<file path="src/rtl/div_share_sched_if.sv">
// rtl/div_share_sched_if.sv - requester and divider buses of the shared-divider scheduler
interface div_share_sched_if #(
    parameter int NREQ = 4,
    parameter int N    = 16
);
    logic [NREQ-1:0]   req_valid;
    logic [NREQ*N-1:0] req_dividend;
    logic [NREQ*N-1:0] req_divisor;
    logic [NREQ-1:0]   req_ready;
    logic [NREQ-1:0]   rsp_valid;
    logic [N-1:0]      rsp_quotient;
    logic [N-1:0]      rsp_remainder;
    logic              rsp_err;
    logic              div_start;
    logic [N-1:0]      div_dividend;
    logic [N-1:0]      div_divisor;
    logic              div_done;
    logic [N-1:0]      div_quotient;
    logic [N-1:0]      div_remainder;

    // environment side: requesters plus the divider itself
    modport master (
        output req_valid, req_dividend, req_divisor,
        output div_done, div_quotient, div_remainder,
        input  req_ready, rsp_valid, rsp_quotient, rsp_remainder, rsp_err,
        input  div_start, div_dividend, div_divisor
    );

    // scheduler side
    modport slave (
        input  req_valid, req_dividend, req_divisor,
        input  div_done, div_quotient, div_remainder,
        output req_ready, rsp_valid, rsp_quotient, rsp_remainder, rsp_err,
        output div_start, div_dividend, div_divisor
    );
endinterface

</file>
<file path="src/rtl/div_share_sched.sv">
// rtl/div_share_sched.sv - round-robin scheduler sharing one sequential divider; optional DIV_ZERO_GUARD_EN
module div_share_sched #(
    parameter int NREQ    = 4,
    parameter int N       = 16,
    parameter int TIMEOUT = 64
) (
    input  logic             pixelclk,
    input  logic             rst_n,
    div_share_sched_if.slave bus,
    output logic             busy,
    output logic             err_sticky
);
    localparam int              GW       = (NREQ > 1) ? $clog2(NREQ) : 1;
    localparam logic [GW:0]     NREQ_W   = (GW+1)'(NREQ);
    localparam logic [GW-1:0]   LAST_RST = GW'(NREQ - 1);
    localparam logic [15:0]     TO_LAST  = 16'(TIMEOUT - 1);

    typedef enum logic [1:0] {S_IDLE, S_ISSUE, S_WAIT, S_RESP} state_t;

    state_t          state, state_nxt;
    logic [GW-1:0]   last_grant;
    logic [GW-1:0]   grant_q;
    logic [GW-1:0]   gnt_idx;
    logic            gnt_found;
    logic            fire;
    logic [N-1:0]    sel_dividend;
    logic [N-1:0]    sel_divisor;
    logic [N-1:0]    op_dividend;
    logic [N-1:0]    op_divisor;
    logic [N-1:0]    res_q;
    logic [N-1:0]    res_r;
    logic            res_err;
    logic [15:0]     tmo_cnt;

    // round-robin search starting one past the last served requester
    always_comb begin
        logic [GW:0] cand;
        gnt_found = 1'b0;
        gnt_idx   = '0;
        cand      = '0;
        for (int k = 1; k <= NREQ; k++) begin
            cand = {1'b0, last_grant} + (GW+1)'(k);
            if (cand >= NREQ_W) begin
                cand = cand - NREQ_W;
            end
            if (!gnt_found && bus.req_valid[cand[GW-1:0]]) begin
                gnt_found = 1'b1;
                gnt_idx   = cand[GW-1:0];
            end
        end
    end

    // operands of the requester currently winning arbitration
    always_comb begin
        sel_dividend = '0;
        sel_divisor  = '0;
        for (int i = 0; i < NREQ; i++) begin
            if (gnt_idx == GW'(i)) begin
                sel_dividend = bus.req_dividend[i*N +: N];
                sel_divisor  = bus.req_divisor[i*N +: N];
            end
        end
    end

    assign fire = (state == S_IDLE) && gnt_found;

`ifdef DIV_ZERO_GUARD_EN
    logic zero_div;
    assign zero_div = (sel_divisor == '0);
`endif

    // state register
    always_ff @(posedge pixelclk or negedge rst_n) begin
        if (!rst_n) begin
            state <= S_IDLE;
        end else begin
            state <= state_nxt;
        end
    end

    // next-state logic; a divider completion beats a coincident timeout
    always_comb begin
        state_nxt = state;
        case (state)
            S_IDLE: begin
                if (fire) begin
`ifdef DIV_ZERO_GUARD_EN
                    state_nxt = zero_div ? S_RESP : S_ISSUE;
`else
                    state_nxt = S_ISSUE;
`endif
                end
            end
            S_ISSUE: state_nxt = S_WAIT;
            S_WAIT: begin
                if (bus.div_done || (tmo_cnt == TO_LAST)) begin
                    state_nxt = S_RESP;
                end
            end
            S_RESP:  state_nxt = S_IDLE;
            default: state_nxt = S_IDLE;
        endcase
    end

    // outputs decoded from state; the accept is only offered while idle
    always_comb begin
        bus.req_ready = '0;
        bus.rsp_valid = '0;
        bus.div_start = 1'b0;
        busy          = (state != S_IDLE);
        if (state == S_IDLE && gnt_found) begin
            bus.req_ready[gnt_idx] = 1'b1;
        end
        if (state == S_ISSUE) begin
            bus.div_start = 1'b1;
        end
        if (state == S_RESP) begin
            bus.rsp_valid[grant_q] = 1'b1;
        end
    end

    // grant, operands, timeout counter and result registers; the counter
    // restarts on entry to ISSUE so the div_start cycle counts as cycle 0
    always_ff @(posedge pixelclk or negedge rst_n) begin
        if (!rst_n) begin
            last_grant  <= LAST_RST;
            grant_q     <= '0;
            op_dividend <= '0;
            op_divisor  <= '0;
            tmo_cnt     <= '0;
            res_q       <= '0;
            res_r       <= '0;
            res_err     <= 1'b0;
            err_sticky  <= 1'b0;
        end else begin
            case (state)
                S_IDLE: begin
                    if (fire) begin
                        grant_q     <= gnt_idx;
                        op_dividend <= sel_dividend;
                        op_divisor  <= sel_divisor;
                        tmo_cnt     <= '0;
`ifdef DIV_ZERO_GUARD_EN
                        if (zero_div) begin
                            res_q   <= '1;
                            res_r   <= sel_dividend;
                            res_err <= 1'b0;
                        end
`endif
                    end
                end
                S_ISSUE: begin
                    tmo_cnt <= tmo_cnt + 16'd1;
                end
                S_WAIT: begin
                    tmo_cnt <= tmo_cnt + 16'd1;
                    if (bus.div_done) begin
                        res_q   <= bus.div_quotient;
                        res_r   <= bus.div_remainder;
                        res_err <= 1'b0;
                    end else if (tmo_cnt == TO_LAST) begin
                        res_q      <= '0;
                        res_r      <= '0;
                        res_err    <= 1'b1;
                        err_sticky <= 1'b1;
                    end
                end
                S_RESP: begin
                    last_grant <= grant_q;
                end
                default: ;
            endcase
        end
    end

    assign bus.div_dividend  = op_dividend;
    assign bus.div_divisor   = op_divisor;
    assign bus.rsp_quotient  = res_q;
    assign bus.rsp_remainder = res_r;
    assign bus.rsp_err       = res_err;

endmodule

</file>
<file path="src/flat_wrapper.sv">
// flat-port wrapper written by rule: the top's interface ports become plain ports
module div_share_sched_flat 
#(
    parameter int NREQ    = 4,
    parameter int N       = 16,
    parameter int TIMEOUT = 64
)
  (pixelclk, rst_n, busy, err_sticky, bus_req_valid, bus_req_dividend, bus_req_divisor, bus_div_done, bus_div_quotient, bus_div_remainder, bus_req_ready, bus_rsp_valid, bus_rsp_quotient, bus_rsp_remainder, bus_rsp_err, bus_div_start, bus_div_dividend, bus_div_divisor);
  div_share_sched_if #(.NREQ(NREQ), .N(N)) bus_i ();
  input  logic pixelclk;
  input  logic rst_n;
  output logic busy;
  output logic err_sticky;
  input wire logic [$bits(bus_i.req_valid)-1:0] bus_req_valid;
  input wire logic [$bits(bus_i.req_dividend)-1:0] bus_req_dividend;
  input wire logic [$bits(bus_i.req_divisor)-1:0] bus_req_divisor;
  input wire logic [$bits(bus_i.div_done)-1:0] bus_div_done;
  input wire logic [$bits(bus_i.div_quotient)-1:0] bus_div_quotient;
  input wire logic [$bits(bus_i.div_remainder)-1:0] bus_div_remainder;
  output wire logic [$bits(bus_i.req_ready)-1:0] bus_req_ready;
  output wire logic [$bits(bus_i.rsp_valid)-1:0] bus_rsp_valid;
  output wire logic [$bits(bus_i.rsp_quotient)-1:0] bus_rsp_quotient;
  output wire logic [$bits(bus_i.rsp_remainder)-1:0] bus_rsp_remainder;
  output wire logic [$bits(bus_i.rsp_err)-1:0] bus_rsp_err;
  output wire logic [$bits(bus_i.div_start)-1:0] bus_div_start;
  output wire logic [$bits(bus_i.div_dividend)-1:0] bus_div_dividend;
  output wire logic [$bits(bus_i.div_divisor)-1:0] bus_div_divisor;
  assign bus_i.req_valid = bus_req_valid;
  assign bus_i.req_dividend = bus_req_dividend;
  assign bus_i.req_divisor = bus_req_divisor;
  assign bus_i.div_done = bus_div_done;
  assign bus_i.div_quotient = bus_div_quotient;
  assign bus_i.div_remainder = bus_div_remainder;
  assign bus_req_ready = bus_i.req_ready;
  assign bus_rsp_valid = bus_i.rsp_valid;
  assign bus_rsp_quotient = bus_i.rsp_quotient;
  assign bus_rsp_remainder = bus_i.rsp_remainder;
  assign bus_rsp_err = bus_i.rsp_err;
  assign bus_div_start = bus_i.div_start;
  assign bus_div_dividend = bus_i.div_dividend;
  assign bus_div_divisor = bus_i.div_divisor;
  div_share_sched #(.NREQ(NREQ), .N(N), .TIMEOUT(TIMEOUT)) u_core (.pixelclk(pixelclk), .rst_n(rst_n), .bus(bus_i), .busy(busy), .err_sticky(err_sticky));
endmodule
</file>
<file path="config.mk">
export PLATFORM = sky130hd
export DESIGN_NAME = div_share_sched_flat
export DESIGN_NICKNAME = d
export VERILOG_FILES = /design/src/rtl/div_share_sched_if.sv /design/src/rtl/div_share_sched.sv /design/src/flat_wrapper.sv
export SDC_FILE = /design/constraint.sdc
export NUM_CORES = 1
export LEC_CHECK = 0
export ABC_AREA = 0
export BUFFER_PORTS_ARGS = -buffer_cell sky130_fd_sc_hd__buf_2
export CAP_MARGIN = 20
export CORE_ASPECT_RATIO = 1.5
export CORE_MARGIN = 2
export CORE_UTILIZATION = 49
export DETAILED_ROUTE_END_ITERATION = 8
export PLACE_DENSITY_LB_ADDON = 0.12
export SYNTH_ARGS = -nofsm -noshare
export SYNTH_HDL_FRONTEND = slang
export SYNTH_SLANG_ARGS = --single-unit
</file>
<file path="constraint.sdc">
create_clock -name pixelclk -period 4.8 [get_ports pixelclk]
set_input_delay 0 -clock pixelclk [delete_from_list [all_inputs] [get_ports pixelclk]]
set_output_delay 0 -clock pixelclk [all_outputs]
set_load 0.1 [all_outputs]
</file>
==> impl_metrics.py <==
metrics = {
    "run_status": {
        "status": "completed",
    },
    "routing": {
        "average_wire_per_cell_in_the_routed_design_um": 19.3,
        "drcViolationCount": 0,
        "drt-total-wl_um": 16500,
        "detail_route_antenna_nets": 0,
        "drt_iter0_drc": 321,
        "routed_via_density": 5.93,
        "drt_pass1_iterations": 4,
        "vias": 5076,
    },
    "cells_and_area": {
        "syn2layout_area_growth_pct": 47.6,
        "fin_nets": 911,
        "drive_above_1_share": 0.371,
        "seq_area_um2": 2200,
        "fin_util": 0.741,
        "fillerInstances": 677,
        "multi_input_comb_area_um2": 2230,
    },
    "logic_synthesis": {
        "asyncSetResetFlopFracSynth": 1.00,
        "syn_inst": 457,
        "ys.warnings.count": 0,
        "ys_seq_elements": 88,
        "synth-edff-count": 0,
        "synth_top_cells_by_area": "sky130_fd_sc_hd__dfrtp_1, sky130_fd_sc_hd__a22o_1, sky130_fd_sc_hd__nand2_1",
        "synth_top_flop_cell": "sky130_fd_sc_hd__dfrtp_1",
        "syn_nets": 629,
        "syn_area_um2": 4640,
        "seq_area_frac_synth": 0.475,
        "syn_avg_cell_area_um2": 10.2,
        "synth.top_cell.area_share": 0.463,
        "netlist.top_cell.by_area": "sky130_fd_sc_hd__dfrtp_1",
        "netlist-cell-type-count": 48,
    },
    "clock_network": {
        "cts_root_buf": "sky130_fd_sc_hd__clkbuf_16",
        "clock_latency_ns": 0.34,
        "cts_made_buffers": 9,
        "clk_path_buf_depth": 2,
        "clock_sink_count": 88,
        "cts_max_level": 3,
        "tritoncts": "built",
        "cts.repair.resized": 0,
        "clk_transition_reported_paths_ns": 0.06,
        "postCtsSetupRepairBufs": 0,
    },
    "worst_setup_path": {
        "timing.critical_path.required_ns": 4.98,
        "slowest_library_cell_on_the_worst_path": "sky130_fd_sc_hd__dfstp_2",
        "timing_worst_setup_path_type": "flop to flop",
        "timing.critical_path.slowest_cell_delay_ns": 0.65,
        "critPathLaunchType": "flop",
        "timing.critical_path.to_type": "flop",
        "cp_max_fo": 19,
        "critical_path_cell_by_cell": "nand2b_1 -> a21o_1 -> and3_1 -> buf_4 -> mux2i_1 -> dlygate4sd3_1 -> o31ai_1",
        "critical_path.reg2reg.startpoint": "u_core.last_grant[0]$_DFFE_PN1P_",
        "critical_path.startpoint": "u_core.last_grant[0]$_DFFE_PN1P_",
        "critical_path_arrival_ns": 3.25,
    },
    "global_routing": {
        "number_of_global_route_vias_before_repair": 5034,
        "grt_pass1_wl_um": 25100,
        "grt-ovfl-total": 0,
        "global_route.usage.total": 0.313,
        "grt_start_max_net_pins": 61,
        "antenna_violations_before_repair": 3,
    },
    "timing": {
        "timing.setup.tns_ns": 0,
        "skew_ns": 0.00748,
        "fmax_mhz": 325,
        "period_minus_slack_ns": 3.07,
        "final_hold_viol_count": 0,
        "final.period_utilization": 0.640,
        "grt_setup_unrepaired": "no",
        "worst_slew_margin_relative_to_its_limit": 0.288,
        "timing.final.setup_violations": 0,
        "maxSlewViolCount": 0,
        "worst-slew-pin-transition_ns": 1.07,
    },
    "power_and_ir_drop": {
        "vdd.ir_drop.worst_mv": 0.727,
        "leakage_nw": 3.41,
        "power_w": 0.00585,
        "power.density_cell_area_nw_per_um2": 853,
    },
    "floorplan": {
        "core_region_area_um2": 9250,
        "start_util": 0.502,
        "horizontal_extent_of_the_die_um": 83.5,
        "die_area_um2": 10300,
        "num_io_pins": 243,
        "die_height_um": 123,
        "num_rows": 43,
    },
    "worst_hold_path": {
        "min-delay-start": "bus_req_divisor[47]",
        "holdCritPathClass": "primary input to flop",
    },
    "placed_design": {
        "gp_congestion": 0.896,
        "place.port_buffers": 242,
        "dp.final_hpwl_um": 10700,
    },
    "flow_run": {
        "max_cap_viol_count": 0,
    },
}
[final cells by class]
| cell class | count | area share |
|---|---|---|
| multi-input combinational | 322 | 0.326 |
| clock buffer | 10 | 0.0334 |
| antenna | 2 | 0.000730 |
| tap | 112 | 0.0204 |
| clock inverter | 4 | 0.0139 |
| timing repair buffer | 310 | 0.280 |
| sequential | 88 | 0.322 |
| inverter | 8 | 0.00438 |
[sequential cells by signal, indices dropped and copies added (netlist names)]
| name | count |
|---|---|
| u_core.bus.div_dividend | 16 |
| u_core.bus.div_divisor | 16 |
| u_core.bus.rsp_quotient | 16 |
| u_core.bus.rsp_remainder | 16 |
| u_core.tmo_cnt | 16 |
| u_core.grant_q | 2 |
| u_core.last_grant | 2 |
| u_core.state | 2 |
| u_core.bus.rsp_err | 1 |
| u_core.err_sticky | 1 |
[layout by cell type, fill, tap and decap left out, types with 3 or more instances in the layout]
cell,instances
sky130_fd_sc_hd__o221ai_1,23
sky130_fd_sc_hd__nor3_1,4
sky130_fd_sc_hd__nor2b_1,3
sky130_fd_sc_hd__nand2_1,58
sky130_fd_sc_hd__xor2_1,11
sky130_fd_sc_hd__inv_1,8
sky130_fd_sc_hd__mux2i_1,13
sky130_fd_sc_hd__dfrtp_1,86
sky130_fd_sc_hd__ha_1,5
sky130_fd_sc_hd__a221oi_1,22
sky130_fd_sc_hd__a21o_1,3
sky130_fd_sc_hd__o31ai_1,10
sky130_fd_sc_hd__clkbuf_16,10
sky130_fd_sc_hd__o21ai_0,16
sky130_fd_sc_hd__buf_2,241
sky130_fd_sc_hd__buf_4,4
sky130_fd_sc_hd__a221o_1,10
sky130_fd_sc_hd__nor2_1,32
sky130_fd_sc_hd__nand3_1,10
sky130_fd_sc_hd__nor4_1,3
sky130_fd_sc_hd__dlygate4sd3_1,62
sky130_fd_sc_hd__a21oi_1,7
sky130_fd_sc_hd__and3_1,6
sky130_fd_sc_hd__bufinv_16,3
sky130_fd_sc_hd__o21a_1,3
sky130_fd_sc_hd__a22o_1,32
sky130_fd_sc_hd__a22oi_1,22
[worst max-delay path: cells and delay by family, from the launching register on]
kind,cells,cell delay (ns)
mux,1,0.27
buf+inv,2,1.01
simple gates,2,0.78
flops,1,0.65
compound gates,2,0.20
[final timing paths]
path | to | slack, ns | cells past startpoint
max | u_core.bus.div_dividend[8]$_DFFE_PN0P_ | 1.73 | 7
min | u_core.bus.div_divisor[15]$_DFFE_PN0P_ | 0.009 | 3
max reg2reg | u_core.bus.div_dividend[8]$_DFFE_PN0P_ | 1.73 | 7
min reg2reg | u_core.err_sticky$_DFFE_PN0P_ | 0.47 | 2
max in group asynchronous | u_core.bus.rsp_remainder[4]$_DFFE_PN0P_ | 3.59 | 3
min in group asynchronous | u_core.state[0]$_DFFE_PN0P_ | 0.14 | 2
[cells by family after synthesis]
| kind of cell | share of synthesized area |
|---|---|
| AOI/OAI and AO/OA | 0.278 |
| xor gates and xnor gates | 0.0245 |
| adders and majority gates | 0.0135 |
| buffers and inverters | 0.0509 |
| DFF | 0.475 |
| muxes | 0.0329 |
| and+or+nand+nor | 0.125 |
[power by group]
group / total, W / internal [W] / switching (W) / leakage [nW]
logic: 0.00378 / 0.000838 / 0.00294 / 2.16
clock network: 0.000777 / 0.000502 / 0.000275 / 0.158
registers: 0.00129 / 0.00105 / 0.000241 / 1.09
total: 0.00585 / 0.00239 / 0.00346 / 3.41
[routing by layer]
| layer | GRT usage | part of all wire | vias up |
|---|---|---|---|
| li1 | - | - | 2307 |
| met2 | 0.554 | 0.51 | 306 |
| met3 | 0.0781 | 0.087 | 65 |
| met5 | 0 | 0.00079 | - |
| met1 | 0.346 | 0.36 | 2396 |
| met4 | 0.173 | 0.043 | 2 |
[synthesized netlist by cell type, drive strengths merged (8+ instances only)]
cell and count:
o221ai 24, mux2i 13, nand3 10, inv 8, nand2 58, xor2 11, nor2 33, clkbuf 19
a221oi 22, a221o 10, buf 20, a22oi 22, dfrtp 86, o31ai 11, o21ai 17, a22o 32
[timing repair]
action | CTS | global route
hold buffers | 62 | 0
endpoints found under the hold margin | 92 | 0
setup endpoints to repair | 0 | 0
[stage by stage]
step | instances | setup slack, ns | hold WS [ns] | instance area (um2)
final | 856 | 1.73 | 0.00905 | 6850
after global routing | 856 | 1.61 | 0.0277 | 6850
after CTS | 852 | 1.78 | 0.00238 | 6800
after detailed placement | 776 | 1.82 | -0.0149 | 5860
after global placement | 775 | 1.97 | -0.0205 | 5840
after floorplan | 457 | 1.31 | -0.296 | 4640
No activity file was read; power rests on OpenSTA's default activity.
